===== config.mk =====
export PLATFORM = sky130hd
export DESIGN_NAME = segment_scan_driver_flat
export DESIGN_NICKNAME = d
export VERILOG_FILES = /design/src/rtl/segment_scan_driver_pkg.sv /design/src/rtl/segment_scan_driver_if.sv /design/src/rtl/segment_scan_driver_slot_timer.sv /design/src/rtl/segment_scan_driver.sv /design/src/flat_wrapper.sv
export SDC_FILE = /design/constraint.sdc
export NUM_CORES = 1
export LEC_CHECK = 0
export CAP_MARGIN = 20
export CORE_UTILIZATION = 45
export DETAILED_ROUTE_END_ITERATION = 6
export PLACE_DENSITY = 0.75
export SLEW_MARGIN = 30
export SYNTH_ARGS = -nofsm -noshare
export SYNTH_HDL_FRONTEND = slang
export SYNTH_SLANG_ARGS = --single-unit
export TNS_END_PERCENT = 1

===== constraint.sdc =====
create_clock -name clk -period 3.7 [get_ports clk]
set_clock_uncertainty 0.15 [all_clocks]
set_input_delay 1.11 -clock clk [delete_from_list [all_inputs] [get_ports clk]]
set_output_delay 1.11 -clock clk [all_outputs]
set_load 0.01 [all_outputs]

===== src/rtl/segment_scan_driver_pkg.sv =====
// segment_scan_pkg: shared width, slot phase type and parameter legality rule
package segment_scan_pkg;
   localparam int SEG_W = 8;
   typedef enum logic {BLANK, SHOW} phase_t;
   function automatic bit params_ok(int n, int p, int b);
      return n >= 1 && n <= 8 && p >= 2 && b >= 0 && b < p;
   endfunction
endpackage


===== src/rtl/segment_scan_driver_if.sv =====
// segment_scan_driver_if: pattern load bus and scan outputs
//   load/seg_in from master; seg_out, digit_en, frame_done, update_pending from slave
interface segment_scan_driver_if #(parameter int NUM_DIGITS = 4);
   import segment_scan_pkg::*;
   logic load;
   logic [SEG_W*NUM_DIGITS-1:0] seg_in;
   logic [SEG_W-1:0] seg_out;
   logic [NUM_DIGITS-1:0] digit_en;
   logic frame_done;
   logic update_pending;
   modport master (output load, seg_in, input seg_out, digit_en, frame_done, update_pending);
   modport slave (input load, seg_in, output seg_out, digit_en, frame_done, update_pending);
endinterface


===== src/rtl/segment_scan_driver_slot_timer.sv =====
// slot_timer: cycle-in-slot counter and digit index
//   slot_phase/idx describe the coming cycle so the top can register its outputs
//   boundary is high in the current last cycle of a frame
module slot_timer #(
   parameter int NUM_DIGITS = 4,
   parameter int PRESCALE = 50000,
   parameter int BLANK = 16,
   localparam int IW = NUM_DIGITS > 1 ? $clog2(NUM_DIGITS) : 1
) (
   input logic clk,
   input logic rst,
   output segment_scan_pkg::phase_t slot_phase,
   output logic boundary,
   output logic [IW-1:0] idx
);
   import segment_scan_pkg::*;
   localparam int CW = $clog2(PRESCALE);
   logic [CW-1:0] cnt, cnt_n;
   logic [IW-1:0] cur_idx, idx_n;
   logic last;
   always_comb begin
      last = cnt == CW'(PRESCALE - 1);
      boundary = last && cur_idx == IW'(NUM_DIGITS - 1);
      cnt_n = last ? '0 : cnt + CW'(1);
      idx_n = boundary ? '0 : cur_idx + IW'(last);
      slot_phase = cnt_n < CW'(BLANK) ? segment_scan_pkg::BLANK : segment_scan_pkg::SHOW;
   end
   assign idx = idx_n;
   always_ff @(posedge clk) begin
      if (rst) begin
         cnt <= '0;
         cur_idx <= '0;
      end else begin
         cnt <= cnt_n;
         cur_idx <= idx_n;
      end
   end
endmodule


===== src/rtl/segment_scan_driver.sv =====
// segment_scan_driver: time-multiplexed seven-segment scanner with frame-atomic updates
//   clk, rst: clock and synchronous active-high reset
//   bus (slave): load/seg_in capture, seg_out/digit_en scan, frame_done, update_pending
module segment_scan_driver #(
   parameter int NUM_DIGITS = 4,
   parameter int PRESCALE = 50000,
   parameter int BLANK = 16,
   localparam int IW = NUM_DIGITS > 1 ? $clog2(NUM_DIGITS) : 1
) (
   input logic clk,
   input logic rst,
   segment_scan_driver_if.slave bus
);
   import segment_scan_pkg::*;
   if (!params_ok(NUM_DIGITS, PRESCALE, BLANK)) begin : g_bad_params
      $error("segment_scan_driver: illegal NUM_DIGITS/PRESCALE/BLANK");
   end
   phase_t ph;
   logic boundary;
   logic [IW-1:0] idx;
   logic pending;
   logic [NUM_DIGITS-1:0][SEG_W-1:0] shadow, active, active_n;
   slot_timer #(.NUM_DIGITS(NUM_DIGITS), .PRESCALE(PRESCALE), .BLANK(BLANK)) u_timer (
      .clk(clk), .rst(rst), .slot_phase(ph), .boundary(boundary), .idx(idx)
   );
   // a load in the boundary cycle bypasses shadow so it shows one cycle later
   always_comb active_n = boundary ? (bus.load ? bus.seg_in : pending ? shadow : active) : active;
   assign bus.update_pending = pending;
   // outputs are registered from look-ahead timer values and active_n so they match the current cycle
   always_ff @(posedge clk) begin
      if (rst) begin
         shadow <= '0;
         active <= '0;
         pending <= 1'b0;
         bus.seg_out <= '0;
         bus.digit_en <= '0;
         bus.frame_done <= 1'b0;
      end else begin
         if (bus.load) shadow <= bus.seg_in;
         pending <= !boundary && (pending || bus.load);
         active <= active_n;
         bus.frame_done <= boundary;
         bus.digit_en <= ph == SHOW ? NUM_DIGITS'(1) << idx : '0;
         bus.seg_out <= ph == SHOW ? active_n[idx] : '0;
      end
   end
endmodule


===== src/flat_wrapper.sv =====
// flat-port wrapper written by rule: the top's interface ports become plain ports
module segment_scan_driver_flat import segment_scan_pkg::*;
#(
   parameter int NUM_DIGITS = 4,
   parameter int PRESCALE = 50000,
   parameter int BLANK = 16,
   localparam int IW = NUM_DIGITS > 1 ? $clog2(NUM_DIGITS) : 1
)
  (clk, rst, bus_load, bus_seg_in, bus_seg_out, bus_digit_en, bus_frame_done, bus_update_pending);
  segment_scan_driver_if #(.NUM_DIGITS(NUM_DIGITS)) bus_i ();
  input logic clk;
  input logic rst;
  input wire logic [$bits(bus_i.load)-1:0] bus_load;
  input wire logic [$bits(bus_i.seg_in)-1:0] bus_seg_in;
  output wire logic [$bits(bus_i.seg_out)-1:0] bus_seg_out;
  output wire logic [$bits(bus_i.digit_en)-1:0] bus_digit_en;
  output wire logic [$bits(bus_i.frame_done)-1:0] bus_frame_done;
  output wire logic [$bits(bus_i.update_pending)-1:0] bus_update_pending;
  assign bus_i.load = bus_load;
  assign bus_i.seg_in = bus_seg_in;
  assign bus_seg_out = bus_i.seg_out;
  assign bus_digit_en = bus_i.digit_en;
  assign bus_frame_done = bus_i.frame_done;
  assign bus_update_pending = bus_i.update_pending;
  segment_scan_driver #(.NUM_DIGITS(NUM_DIGITS), .PRESCALE(PRESCALE), .BLANK(BLANK)) u_core (.clk(clk), .rst(rst), .bus(bus_i));
endmodule

==> summary.md <==
| Metric | Value |
|---|---|
| Part of the cycle the worst path needs | `79.2%` |
| Vias | `4446` |
| Critical Path Fanout Max | `12` |
| Setup violators final | `0` |
| Initial antenna violation count | `0` |
| Cells after Synth | `601` |
| Hold Crit Class | `register to register` |
| Met2 usage | `36.4%` |
| Pre-antenna DRT Iters | `6` |
| # port buffers | `48` |
| Commonest non-fill, non-tap cells in the layout | `139 x nor2_1, 95 x dfxtp_1, 46 x clkdlybuf4s50_1` |
| GR peak layer | `met2` |
| Met3 Use GR | `5.11%` |
| Vias in the first global route | `4083` |
| Die X | `107 microns` |
| Internal reg-to-reg setup slack | `0.77 ns` |
| Avg Vias per Cell | `5.83` |
| Crit path kind | `register to register` |
| Syn avg cell area | `8.28 sq um` |
| Sw power | `492 uW` |
| Routability cong. | `0.887` |
| Clock Power Share | `36.6%` |
| Status | `finished clean` |
| Worst reg2reg startpoint | `u_core.u_timer.cnt[7]$_SDFF_PP0_` |
| EDFF count, synth | `0` |
| Die Ht | `107 microns` |
| Row count | `38` |
| CP required | `3.83 ns` |
| Setup crit start kind | `register` |
| Fraction of layout cells with a size suffix above 1 | `8.20%` |
| RR Endpoint | `u_core.bus.seg_out[2]$_SDFF_PP0_` |
| Seq/Total Area, Yosys | `38.6%` |
| RSZ-0062 raised after global routing | `false` |
| Final hold vios | `0` |
| Routed Antenna Nets | `0` |
| Cts repair resizes | `0` |
| Final critical-path required period | `2.93 ns` |
| Max H-tree Level | `3` |
| Worst Setup SP | `u_core.u_timer.cnt[7]$_SDFF_PP0_` |
| CTS root buf | `clkbuf_8` |
| Routed WL per cell | `16.1 microns` |
| Net count after synthesis | `638` |
| First-pass GRT wire length | `20300 microns` |
| Hold Crit Endpoint | `u_core.u_timer.cnt[0]$_SDFF_PP0_` |
| Hold Crit Start | `u_core.u_timer.cnt[0]$_SDFF_PP0_` |
| Clock latency on the worst-skew pair | `0.38 ns` |
| Least-Margin Pin Slew | `0.914 ns` |
| Max-Cap Viols | `0` |
| Ys Warns | `0` |
| Internal | `1500 uW` |
| Largest net degree at the start of global routing | `68` |
| Synth unique cells | `54` |
| WHS Path Cells | `1` |
| Pleak | `0.00207 uW` |
| Sw Share | `24.7%` |
| Total Power | `1990 uW` |
| #FFs+latches synth | `96` |
| CTS tree | `done` |
| DRC viols | `0` |
| R2r worst-path depth | `9` |
| CTS buffer count | `9` |
| Share of power burned in registers | `53.9%` |
| Dpl hpwl | `8190 microns` |
| Synth Flop Type | `dfxtp_1` |
| Clock sinks | `96` |
| Worst slew margin | `39.1%` |
| Hold-fix buffers, CTS | `0` |
| Clock tree buffer depth | `2` |
| Total Wirelength | `12300 microns` |
| Most common cell after layout, fill and taps aside | `nor2_1` |
| Pwr dens | `349 nW/um^2` |
| Arrival @ worst endpoint | `3.06 ns` |
| Crit end category | `register` |
| GRT overflow | `0` |
| Pins Over Slew Limit | `0` |
| Die area | `11500 sq um` |
| First DRT Iteration DRCs | `318` |
| Setup TNS | `0 ns` |
| FMAX | `0.341 GHz` |
| Comb power frac | `9.5%` |
| Fill count | `981` |
| Post-synthesis async set-or-reset flop share | `0%` |
| Antenna cells | `0` |
| Cell area after synthesis | `4970 sq um` |
| VDD IR-drop max | `0.247 mV` |
| Core ar. | `10800 sq um` |
| # IOs | `49` |
| Initial Util | `46.1%` |
| Area grow syn2layout | `14.5%` |
| Hold Worst Slack | `0.319 ns` |
| Clock slew at reported path FFs | `0.09 ns` |
| Post-CTS setup buffers | `0` |
| GR Util met1 | `29.0%` |
| GRT Overall Usage | `22.2%` |
| Nets | `654` |
[synth_stat cells, types with 2 or more instances]
library cell  number  area [sq um]
nand2b_1          10          62.6
nor2b_1           11          68.8
a22oi_1            9          67.6
or2_2              3          18.8
a21oi_1           17          85.1
clkbuf_1          36           135
inv_1             27           101
nor3_1             6          30.0
mux2_2             8          90.1
and3b_1            7          61.3
o21ai_0            3          15.0
buf_2              7          35.0
nor3_2             7          70.1
nand4_1            4          25.0
or3_1              2          12.5
and3_1             3          18.8
and4_1             5          43.8
ha_1               2          25.0
xor2_1             9          78.8
nand3_1            8          40.0
dfxtp_1           96          1920
mux2i_1           32           320
nor3b_1           25           188
a41oi_1           32           280
nor4_1            26           163
buf_1              8          30.0
xnor2_1            4          35.0
a32oi_1            8          70.1
nand2_1           10          37.5
o211ai_1           7          52.6
a21o_1             7          52.6
nor2_1           139           522
or4_1              2          15.0
[metrics by stage]
| step | util (%) | cells | worst slack [ns] | cell area, sq um |
|---|---|---|---|---|
| 5_1_grt | 52.8 | 762 | 0.461 | 5690 |
| 2_1_floorplan | - | 601 | 1.06 | 4970 |
| 3_3_place_gp | 50.8 | 746 | 0.919 | 5490 |
| 4_1_cts | 52.8 | 762 | 0.851 | 5690 |
| 6_report | 52.8 | 762 | 0.771 | 5690 |
| 3_5_place_dp | 50.8 | 746 | 0.821 | 5490 |
[worst max-delay path by stage]
stage	slack (ns)	depth (start not counted)	endpoint
finish	0.77	9	u_core.bus.seg_out[2]$_SDFF_PP0_
global route	0.46	8	u_core.bus.seg_out[0]$_SDFF_PP0_
CTS	0.85	8	u_core.bus.seg_out[2]$_SDFF_PP0_
detailed placement	0.82	5	u_core.bus.seg_out[7]$_SDFF_PP0_
global placement	0.92	4	u_core.bus.seg_out[7]$_SDFF_PP0_
floorplan	1.06	5	u_core.shadow[24]$_SDFFE_PP0P_
[metal layers]
layer | routed length (microns) | part of all wire (%) | vias up
met4 | 182 | 1.5 | 0
met1 | 5600 | 46 | 2111
li1 | - | - | 2175
met3 | 690 | 5.6 | 18
met2 | 5810 | 47 | 142
met5 | 0 | 0 | -
[kinds of logic after synthesis]
| logic type | count (synthesis) | share of synthesized area [%] |
|---|---|---|
| AOI/OAI and AO/OA | 93 | 14.2 |
| xor gates and xnor gates | 13 | 2.29 |
| adders and majority gates | 2 | 0.503 |
| buffers and inverters | 79 | 6.16 |
| DFF | 96 | 38.6 |
| muxes | 40 | 8.25 |
| and+or+nand+nor | 278 | 29.9 |
[cell type report]
class | count | area, sq um | area share, %
Sequential cell | 96 | 1920 | 33.8
Timing Repair Buffer | 57 | 541 | 9.49
Inverter | 27 | 101 | 1.78
Tap cell | 140 | 175 | 3.08
Multi-Input combinational cell | 426 | 2750 | 48.2
Clock inverter | 4 | 52.6 | 0.923
Clock buffer | 12 | 155 | 2.72
[power by group through the flow]
stage | clock network [uW] | registers (uW) | logic [uW]
detailed placement | 0 | 1100 | 189
CTS | 732 | 1070 | 190
global route | 782 | 1070 | 210
global placement | 0 | 1090 | 182
finish | 727 | 1070 | 189
floorplan | 0 | 1090 | 125
[flip-flops by register name, indices dropped and copies added, names as in the netlist]
signal	cells
u_core.bus.digit_en	4
u_core.shadow	32
u_core.u_timer.cur_idx	2
u_core.bus.frame_done	1
u_core.active	32
u_core.bus.update_pending	1
u_core.u_timer.cnt	16
u_core.bus.seg_out	8
[worst max-delay path, cell delays in order (launching register included)]
cell	delay, ns
dfxtp_1	0.42
nor4b_2	0.36
nand3_1	0.20
nor2_1	0.17
ha_1	0.19
nor2b_1	0.25
o21bai_1	0.09
a21oi_1	0.60
a32oi_1	0.17
a22oi_1	0.25
(Power assumes the default switching activity.)
==> RTL edit (config.mk and constraints unchanged) <==
`NUM_DIGITS` is set to 4 in 4 places; all go to 2.
--- a/src/rtl/segment_scan_driver_if.sv
+++ b/src/rtl/segment_scan_driver_if.sv
@@ -1,6 +1,6 @@
 // segment_scan_driver_if: pattern load bus and scan outputs
 //   load/seg_in from master; seg_out, digit_en, frame_done, update_pending from slave
-interface segment_scan_driver_if #(parameter int NUM_DIGITS = 4);
+interface segment_scan_driver_if #(parameter int NUM_DIGITS = 2);
    import segment_scan_pkg::*;
    logic load;
    logic [SEG_W*NUM_DIGITS-1:0] seg_in;
--- a/src/rtl/segment_scan_driver_slot_timer.sv
+++ b/src/rtl/segment_scan_driver_slot_timer.sv
@@ -2,7 +2,7 @@
 //   slot_phase/idx describe the coming cycle so the top can register its outputs
 //   boundary is high in the current last cycle of a frame
 module slot_timer #(
-   parameter int NUM_DIGITS = 4,
+   parameter int NUM_DIGITS = 2,
    parameter int PRESCALE = 50000,
    parameter int BLANK = 16,
    localparam int IW = NUM_DIGITS > 1 ? $clog2(NUM_DIGITS) : 1
--- a/src/rtl/segment_scan_driver.sv
+++ b/src/rtl/segment_scan_driver.sv
@@ -2,7 +2,7 @@
 //   clk, rst: clock and synchronous active-high reset
 //   bus (slave): load/seg_in capture, seg_out/digit_en scan, frame_done, update_pending
 module segment_scan_driver #(
-   parameter int NUM_DIGITS = 4,
+   parameter int NUM_DIGITS = 2,
    parameter int PRESCALE = 50000,
    parameter int BLANK = 16,
    localparam int IW = NUM_DIGITS > 1 ? $clog2(NUM_DIGITS) : 1
--- a/src/flat_wrapper.sv
+++ b/src/flat_wrapper.sv
@@ -1,7 +1,7 @@
 // flat-port wrapper written by rule: the top's interface ports become plain ports
 module segment_scan_driver_flat import segment_scan_pkg::*;
 #(
-   parameter int NUM_DIGITS = 4,
+   parameter int NUM_DIGITS = 2,
    parameter int PRESCALE = 50000,
    parameter int BLANK = 16,
    localparam int IW = NUM_DIGITS > 1 ? $clog2(NUM_DIGITS) : 1
Ports: changed (resized bus_digit_en and bus_seg_in); port bits go from 49 to 31. The function was not compared with the original's and may differ.
==> RTL edit against the unedited design <==
Setup slack lost 0.45 ns. Sequential cell count shrank 35. Critical endpoint is now u_core.bus.seg_out[0]. Power shrank 28%. Final area shrank 36%. Combinational power shrank 58%. Wire length shrank 38%. Via count shrank 37%. Synthesized area shrank 38%. Critical path type unchanged. The run now ends with design-rule violations left.
==> RTL edit: results (changes against the unedited design) <==
----------------------------------------------------
[CTS]
  Number of buffers on the longest clock path ... 2 (unchanged)
  TritonCTS buffer count ... 9 (unchanged)
  Setup Buffers After CTS ... 0 (unchanged)
  Clock-pin slew reported for the worst setup and hold paths after clock tree synthesis ... 0.07 ns (-0.02 ns)
  Worst-Skew Late Latency ... 0.36 ns (-0.02 ns)
  Number of buffers inserted for hold repair after clock tree synthesis ... 0 (unchanged)
  Number of H-tree levels ... 3 (unchanged)
  Buffer type at the clock tree root ... sky130_fd_sc_hd__clkbuf_8

[Synth]
  Gate count after technology mapping ... 356 (-41%)
  Top cells by area, synth ... sky130_fd_sc_hd__dfxtp_1, sky130_fd_sc_hd__mux2i_1, sky130_fd_sc_hd__nor2_1
  Synth async-reset ratio ... 0% (unchanged)
  Post-Syn Nets ... 377 (-41%)
  Synth unique cells ... 53 (-1.9%)
  List of most frequent post-synthesis cells ... sky130_fd_sc_hd__dfxtp_1, sky130_fd_sc_hd__nor2_1, sky130_fd_sc_hd__nand2_1
  Proportion of synthesized chip area in sequential cells ... 39.7% (+1.1 points)

[GRT]
  Global-route wire length before repair ... 12,900 um (-37%)
  Vias in the first global route ... 2,635 (-35%)
  Pin count of the biggest net entering global routing ... 43 (-37%)
  GR Util All Layers ... 23.1% (+0.84 points)

[Run status]
  Failing checks ... design-rule violations
  Status ... finished with violations

[Layout]
  Fraction of layout cells with a size suffix above 1 ... 10.8% (+2.6 points)
  Post-layout nets ... 397 (-39%)
  Non-filler instance count after layout ... 458 (-40%)
  Number of antenna repair diodes ... 0 (unchanged)
  Leading registers by flop count ... u_core.active: 16 flops, u_core.shadow: 16 flops, u_core.u_timer.cnt: 16 flops
  Filler cell count ... 596 (-39%)

[Place]
  Sum of net half-perimeters after detailed placement ... 5230 um (-36%)
  Placed Instances ... 442 (-41%)
  Count of input and output buffers ... 30 (-38%)
  Instance area after placement ... 3420 um2 (-38%)
  Worst slack at placement ... 0.313 ns (-0.509 ns)
  Final RePlAce weighted congestion ... 0.949 (+7.0%)

[STA]
  Actual slew at the worst max-slew pin ... 0.527 ns (-0.386 ns)

[Min path]
  HP Start ... u_core.u_timer.cnt[0]

[Worst setup path]
  Worst Path Max Fanout ... 18 (+6)
  Data arrival time of the worst path ... 3.51 ns (+0.45 ns)
  Critical path start-end classification ... reg -> reg
  Reg2reg start ... u_core.u_timer.cnt[11]

[Drt]
  DRT Pass-1 Iters ... 7 (+1)
  Iter 0 DRT Violations ... 167 (-47%)
  Vias per Instance ... 6.13 (+5.0%)
  Routed len/inst ... 16.7 um (+3.9%)
  Drt drc ... 1 (+1)

[Pwr]
  P_leak ... 1.29 nW (-38%)
  Maximum VDD drop ... 200 uV (-19%)

[Flow run]
  Max-cap violation count ... 0 (unchanged)

----------------------------------------------------
[RTL edit: final cells by class]
| class | instances | area (um2) | share of cell area, % |
|---|---|---|---|
| Clock inverter | 7 | 98.8 | 2.71 |
| Sequential cell | 61 | 1220 | 33.5 |
| Multi-Input combinational cell | 257 | 1690 | 46.5 |
| Timing Repair Buffer | 42 | 390 | 10.7 |
| Inverter | 5 | 18.8 | 0.515 |
| Clock buffer | 9 | 124 | 3.40 |
| Tap cell | 77 | 96.3 | 2.65 |
[RTL edit: repair_timing]
item,4_1_cts,5_1_grt
gates resized for setup,0,1
endpoints found under the hold margin,0,0
endpoints found under the setup margin,0,1
[RTL edit: final timing paths]
path | cells past startpoint | endpoint | slack [ns]
worst max-delay path | 10 | u_core.bus.seg_out[0] | 0.32
worst min-delay path | 1 | u_core.u_timer.cnt[0] | 0.34
worst max register to register | 10 | u_core.bus.seg_out[0] | 0.32
worst min register to register | 1 | u_core.u_timer.cnt[0] | 0.34
[RTL edit: routing by layer]
layer / wire, um / part of all wire [%] / GRT usage [%] / vias up
met4: 142 / 1.9 / 9.55 / 0
met3: 443 / 5.8 / 6.49 / 18
met1: 3530 / 46 / 29.5 / 1336
met2: 3550 / 46 / 36.7 / 86
met5: 0 / 0 / 0 / -
li1: - / - / - / 1366
[RTL edit: critical path: stages (launching register included)]
cell	delay (ns)
sky130_fd_sc_hd__dfxtp_1	0.35
sky130_fd_sc_hd__or2_2	0.32
sky130_fd_sc_hd__or4_1	0.48
sky130_fd_sc_hd__nor4_1	0.36
sky130_fd_sc_hd__ha_2	0.35
sky130_fd_sc_hd__buf_4	0.25
sky130_fd_sc_hd__nand3_1	0.12
sky130_fd_sc_hd__and3_1	0.19
sky130_fd_sc_hd__a22oi_1	0.42
sky130_fd_sc_hd__o2111ai_1	0.18
sky130_fd_sc_hd__o211ai_1	0.11
[RTL edit: per-stage QoR]
stage,power [mW],hold slack (ns)
after floorplan,0.735,0.299
after global placement,0.775,0.319
after detailed placement,0.777,0.335
after CTS,1.44,0.349
after global routing,1.48,0.371
final,1.43,0.341
[RTL edit: report_power, final]
group / total (mW) / internal [mW] / leakage (nW) / switching, mW
Sequential: 0.681 / 0.670 / 0.495 / 0.0110
Combinational: 0.0803 / 0.0367 / 0.687 / 0.0436
Clock: 0.670 / 0.382 / 0.110 / 0.288
Total: 1.43 / 1.09 / 1.29 / 0.343
[RTL edit: cell families after synthesis]
group | synth area share (%)
and+or+nand+nor | 23.0
AOI/OAI and AO/OA | 21.7
DFF | 39.7
buffers and inverters | 5.25
xor gates and xnor gates | 4.56
muxes | 4.89
adders and majority gates | 0.814
